File: config.mk
export PLATFORM = sky130hd
export DESIGN_NAME = arbiter_merge2
export DESIGN_NICKNAME = d
export VERILOG_FILES = /design/src/rtl/noc_pkg.sv /design/src/rtl/arbiter_merge2_rr_arb2.sv /design/src/rtl/arbiter_merge2.sv
export SDC_FILE = /design/constraint.sdc
export NUM_CORES = 1
export LEC_CHECK = 0
export ABC_AREA = 1
export CAP_MARGIN = 5
export CORE_MARGIN = 4
export CORE_UTILIZATION = 34
export DETAILED_ROUTE_END_ITERATION = 10
export PLACE_DENSITY_LB_ADDON = 0.15
export SLEW_MARGIN = 10
export SYNTH_ARGS = -nofsm -noshare
export SYNTH_HDL_FRONTEND = slang
export SYNTH_SLANG_ARGS = --single-unit
File: constraint.sdc
create_clock -name CLK -period 4.7 [get_ports CLK]
set_clock_uncertainty 0.15 [all_clocks]
set_input_delay 1.175 -clock CLK [delete_from_list [all_inputs] [get_ports CLK]]
set_output_delay 1.175 -clock CLK [all_outputs]
set_load 0.01 [all_outputs]
File: src/rtl/noc_pkg.sv
// Shared NoC definitions: packet width, address field bounds and merge FSM states.
package noc_pkg;

    localparam int NOC_W   = 9;
    localparam int ADDR_HI = 8;
    localparam int ADDR_LO = 5;

    typedef enum logic [1:0] {
        ARB    = 2'd0,
        SEND_W = 2'd1,
        SEND_D = 2'd2
    } arb_state_e;

endpackage

File: src/rtl/arbiter_merge2_rr_arb2.sv
// Two-way round-robin grant: a lone requester wins, a tie goes to prio.
module rr_arb2 (
    input  logic [1:0] req,
    input  logic       prio,
    output logic       gnt_valid,
    output logic       gnt_idx
);

    assign gnt_valid = |req;
    assign gnt_idx   = (&req) ? prio : req[1];

endmodule

File: src/rtl/arbiter_merge2.sv
// Merges two decoder output channels into one, emitting a winner token before each packet.
module arbiter_merge2
    import noc_pkg::*;
#(
    parameter int W  = NOC_W,
    parameter int CW = 16
) (
    input  logic          CLK,
    input  logic          _RESET,
    input  logic [W-1:0]  In0_data,
    input  logic          In0_valid,
    output logic          In0_ready,
    input  logic [W-1:0]  In1_data,
    input  logic          In1_valid,
    output logic          In1_ready,
    output logic [W-1:0]  Out_data,
    output logic          Out_valid,
    input  logic          Out_ready,
    output logic          Wn_data,
    output logic          Wn_valid,
    input  logic          Wn_ready,
    output logic [CW-1:0] Cnt0,
    output logic [CW-1:0] Cnt1
);

    arb_state_e    state_q;
    logic          prio_q;
    logic          win_q;
    logic [W-1:0]  data_q;
    logic [CW-1:0] cnt0_q;
    logic [CW-1:0] cnt1_q;

    logic gnt_valid;
    logic gnt_idx;
    logic accept;

    rr_arb2 u_rr_arb2 (
        .req       ({In1_valid, In0_valid}),
        .prio      (prio_q),
        .gnt_valid (gnt_valid),
        .gnt_idx   (gnt_idx)
    );

    // Handshake outputs are gated by reset so nothing is offered or accepted while it is held.
    assign accept    = _RESET && (state_q == ARB) && gnt_valid;
    assign In0_ready = accept && !gnt_idx;
    assign In1_ready = accept && gnt_idx;
    assign Wn_valid  = _RESET && (state_q == SEND_W);
    assign Wn_data   = win_q;
    assign Out_valid = _RESET && (state_q == SEND_D);
    assign Out_data  = data_q;
    assign Cnt0      = cnt0_q;
    assign Cnt1      = cnt1_q;

    always_ff @(posedge CLK or negedge _RESET) begin
        if (!_RESET) begin
            state_q <= ARB;
            prio_q  <= 1'b0;
            win_q   <= 1'b0;
            data_q  <= '0;
            cnt0_q  <= '0;
            cnt1_q  <= '0;
        end else begin
            case (state_q)
                ARB: begin
                    if (accept) begin
                        data_q  <= gnt_idx ? In1_data : In0_data;
                        win_q   <= gnt_idx;
                        state_q <= SEND_W;
                    end
                end
                SEND_W: begin
                    if (Wn_ready) begin
                        state_q <= SEND_D;
                    end
                end
                SEND_D: begin
                    // Completion hands priority to the other input and credits the winner.
                    if (Out_ready) begin
                        state_q <= ARB;
                        prio_q  <= ~win_q;
                        if (win_q) begin
                            cnt1_q <= cnt1_q + 1'b1;
                        end else begin
                            cnt0_q <= cnt0_q + 1'b1;
                        end
                    end
                end
                default: state_q <= ARB;
            endcase
        end
    end

endmodule

Word-level counts from Yosys, hierarchy flattened
Index checks and enable logic that the tools add are counted.

word-level totals
  logic and storage cells = 35
  output and inout bits = 46
  bits of input ports = 24
  bits in registers = 45

cells by class
  $add $sub $neg = 2
  multiplexer cells = 6
  reductions and logical operators = 15
  equal/unequal tests = 5
  bitwise logic cells = 1

operators with widths
  cell                                                              number
  16-bit by 1-bit adder with 16-bit output (second input constant)  2
  9-bit 2-to-1 mux                                                  1
  3-bit AND reduction                                               3
  1-bit logical AND                                                 6
  2-bit 2-to-1 mux                                                  3
  2-bit inequality test (second input constant)                     3
  2-bit one-hot mux with 3 select lines                             1
  2-bit AND reduction                                               3
  2-bit by 1-bit == test with 1-bit output (second input constant)  1
  2-bit == test (second input constant)                             1
  2-bit zero test                                                   1
  2-bit OR reduction                                                1
  1-bit zero test                                                   1
  1-bit 2-to-1 mux                                                  1
  1-bit inverter                                                    1

Depth between registers and ports, before layout
  word-level depth = 5
  depth in mapped cells = 9
  depth with buffers taken out = 9

Cells and area by module
A second synthesis with hierarchy kept.

unflattened totals
  cell total of the unflattened synthesis = 273
  area total of the unflattened synthesis = 2229.6 um^2

by module, submodules not included
  module          instances  cells an instance  sequential area each (um^2)  area each (um^2)
  arbiter_merge2  1          268                1126.1                       2207.1
  rr_arb2         1          5                  0.0                          22.5

Worst setup path before layout
No wires, ideal clock.

  path type = input port to output port
  from = input _RESET
  to = output In0_ready
  arrival = 1710 ps
  required time = 3375 ps
  cell stages on the path = 4
  path slack = 1665 ps
  path buffers = 0
  path through = nand3_1 nor2_1 inv_1 nor2_2

between the ends
  longest elaborated chain between the ends = 3

ends and longest elaborated chain
  item                            line                  source
  start, declared                 arbiter_merge2.sv:9   input logic _RESET,
  1-bit logical AND (2 in a row)  arbiter_merge2.sv:45  assign accept = _RESET && (state_q == ARB) && gnt_valid;
  1-bit logical AND               arbiter_merge2.sv:46  assign In0_ready = accept && !gnt_idx;
  end, declared                   arbiter_merge2.sv:12  output logic In0_ready,

No other way between the ends.

Final worst setup path
  from = input In1_valid
  to = output In0_ready

between the ends
  longest elaborated chain between the ends = 4
  elaborated cells between the ends (all ways) = 6
  classes of those cells = 1 x mux; 5 x reduce/logical

ends and longest elaborated chain
  item                 line                          source
  start, declared      arbiter_merge2.sv:14          input logic In1_valid,
  2-bit AND reduction  arbiter_merge2_rr_arb2.sv:10  assign gnt_idx = (&req) ? prio : req[1];
  1-bit 2-to-1 mux     arbiter_merge2_rr_arb2.sv:10
  1-bit zero test      arbiter_merge2.sv:46
  1-bit logical AND *  arbiter_merge2.sv:46

Every way passes the cells marked *; elsewhere a longest branch is shown, timed or not.

==> flow_metrics.py <==
metrics = {
    "die": {
        "die_width_um": 89.8,
        "die_h_um": 89.8,
        "coreArea_um2": 6420,
        "initial_core_util": 0.354,
        "io_pins": 70,
        "placement_rows": 29,
        "die_area_um2": 8060,
    },
    "logic_synthesis": {
        "yosysWarnings": 0,
        "synth_edf_count": 0,
        "yosysUniqueCellTypes": 24,
        "async_reset_ff_frac": 1.00,
        "synth.avg_cell_area_um2": 8.01,
        "ys_seq_area_frac": 0.495,
        "netlist_area_um2": 2270,
        "synthDominantCellAreaShare": 0.495,
        "syn_nets": 310,
        "synth_seq_cells": 45,
        "yosys.area.top_type": "dfrtp_1",
        "syn_inst": 284,
        "ys.flop_type": "dfrtp_1",
        "synth_area_leaders": "dfrtp_1 50%, nand2_1 16%, inv_1 6.3%, nor2_1 5.1%, nand3_1 4.8%",
    },
    "drt": {
        "ant_nets": 0,
        "drc": 0,
        "viasPerCell": 4.50,
        "dr.pass1.iters": 5,
        "post_drt_wl_per_cell_um": 11.9,
        "vias": 1971,
        "wl_mm": 5.19,
        "drt-initial-drc-count": 44,
    },
    "clocking": {
        "clockBufferDepth": 2,
        "post_cts_buffers": 0,
        "clkLatencyLatePin_ns": 0.30,
        "cts-root-buf": "clkbuf_8",
        "clkTransAtPathRegs_ns": 0.08,
        "cts_resized": 0,
        "hold_buffers": 0,
        "cts_tree": "yes",
        "clock_sinks": 45,
        "h-tree-depth": 2,
        "cts_buffers": 5,
    },
    "worst_hold_path": {
        "hp-start": "Out_data[7]",
        "whs_path_depth": 2,
        "hold_path_end": "Out_data[7]",
        "hold_class": "reg2reg",
    },
    "finish": {
        "diodes": 0,
        "area_growth_pct": 38.9,
        "fin_cells": 438,
        "final_util": 0.492,
        "final_area_um2": 3160,
        "drive_above_1_share": 0.0637,
        "final_net_count": 386,
        "fillers": 632,
    },
    "place": {
        "place_inst": 430,
        "place_area_um2": 3060,
        "dp_hpwl_mm": 3.96,
        "pre_cts_slack_ns": 0.646,
        "gp_congestion": 0.774,
        "portBuffers": 69,
    },
    "critical_path": {
        "r2r-start": "Cnt0[0]",
        "r2r_end": "Cnt0[10]",
        "path_class": "in2out",
        "r2r_setup_slack_ns": 3.01,
        "worstPathRequired_ns": 3.38,
        "r2r_cells": 7,
        "end_kind": "output pin",
        "crit_arrival_ns": 2.72,
        "crit_path_max_fanout": 11,
        "start_kind": "input pin",
    },
    "timing": {
        "setup_ws_ns": 0.654,
        "worst_pin_slew_ns": 0.574,
        "fin_hold_ws_ns": 0.354,
        "slew_headroom": 0.618,
        "drv_slew": 0,
        "fin_crit_sh": 0.861,
        "setup_viol": 0,
        "hold_viol": 0,
        "fmax_mhz": 247,
        "layout_min_cycle_time_ns": 4.05,
        "fin_setup_tns_ns": 0,
        "grt_setup_unrepaired": "no",
    },
    "pwr": {
        "ir_worst_vdd_mv": 0.215,
        "p_total_mw": 1.16,
        "netSwitchingPower_uw": 367,
        "p_leak_nw": 1.51,
        "power.share.combinational": 0.328,
        "powerDensity_nw_per_um2": 369,
        "p_sw_frac": 0.315,
        "pwr-share-seq": 0.448,
        "internal-power_uw": 798,
        "p_clk_frac": 0.224,
    },
    "global_routing": {
        "grt_max_degree": 46,
        "antenna_found_initial": 0,
        "grt_first_pass_wirelength_mm": 8.94,
        "grt_pass1_vias": 1951,
        "grt_usage": 0.134,
        "overflow": 0,
    },
    "status": {
        "status": "finished clean",
    },
    "run": {
        "drv_cap": 0,
    },
}
-- state kept, by name (all words and copies together) (netlist names) --
name	cells
Wn_data	1
prio_q	1
Cnt0	16
Cnt1	16
Out_data	9
state_q	2
-- placed cells by master (no fill, tap or decap) --
master            n
nand2_1          97
inv_1            38
nor2_1           31
buf_2             1
nand3_2           2
nand4_1           7
xnor2_1          10
inv_2             1
ha_1              2
dfrtp_1          45
buf_4             3
nand3_1          22
clkinv_2          1
nor2_2            2
o21ai_1           1
clkdlybuf4s50_1  68
a21oi_1           1
xor2_1           10
o21ai_0           3
nor2_4            3
nand3b_1          1
o21bai_1          1
clkbuf_8          7
mux2_2            1
nand3_4           1
nor3_1            1
nand2_2           1
-- logic make-up (layout without fill, tap and decap cells) --
| kind of cell | after synthesis | count (layout) | synth area share |
|---|---|---|---|
| AO/OA/AOI/OAI | 6 | 6 | 0.0143 |
| XOR/XNOR | 20 | 20 | 0.0770 |
| AND/OR/NAND/NOR | 168 | 168 | 0.324 |
| buffers and inverters | 42 | 119 | 0.0737 |
| flip-flops | 45 | 45 | 0.495 |
| adder cells (fa/ha/maj) | 2 | 2 | 0.0110 |
| multiplexers | 1 | 1 | 0.00495 |
-- layout make-up --
cell class              count  area [um2]  area share
multi-input cells         197         981       0.310
flip-flops and latches     45        1130       0.356
repair buffers             72         708       0.224
clock buffers               7        96.3      0.0305
well taps                  77        96.3      0.0305
clock inverters             1        5.00     0.00158
inverters                  39         146      0.0463
-- worst max-delay path by stage --
stage                     depth (start not counted)      start   endpoint  slack [ns]
final                                             6  In1_valid  In0_ready        0.65
after global routing                              6  In1_valid  In0_ready        0.53
after CTS                                         6  In1_valid  In0_ready        0.63
after detailed placement                          6  In1_valid  In0_ready        0.65
after global placement                            6  In1_valid  In0_ready        0.65
after floorplan                                   4     _RESET  In0_ready        1.66
-- Yosys cell counts (all sizes together), types with 2 or more instances --
master and n:
xor2 10, dfrtp 45, ha 2, buf 3, nand4 7, nand2 98
xnor2 10, o21ai 4, nor2 36, nand3 25, inv 39
-- critical path, cell delays in order --
cell             delay, ns
clkdlybuf4s50_1       0.48
nor2_1                0.05
nor2_1                0.13
inv_1                 0.19
nor2_2                0.15
clkdlybuf4s50_1       0.55
-- routing by layer --
layer | up-vias | global-route usage | wire length [um]
met3 | 5 | 0.0568 | 462
met4 | 0 | 0.0460 | 72
li1 | 1021 | - | -
met5 | - | 0 | 0
met1 | 891 | 0.161 | 2360
met2 | 54 | 0.216 | 2300
-- power by group through the flow --
stage / Sequential [mW] / Combinational (mW) / Clock, mW
CTS: 0.523 / 0.391 / 0.273
floorplan: 0.554 / 0.146 / 0
global placement: 0.528 / 0.389 / 0
detailed placement: 0.529 / 0.389 / 0
finish: 0.522 / 0.382 / 0.261
global route: 0.533 / 0.424 / 0.287
Power figures use the tool's default switching activity.
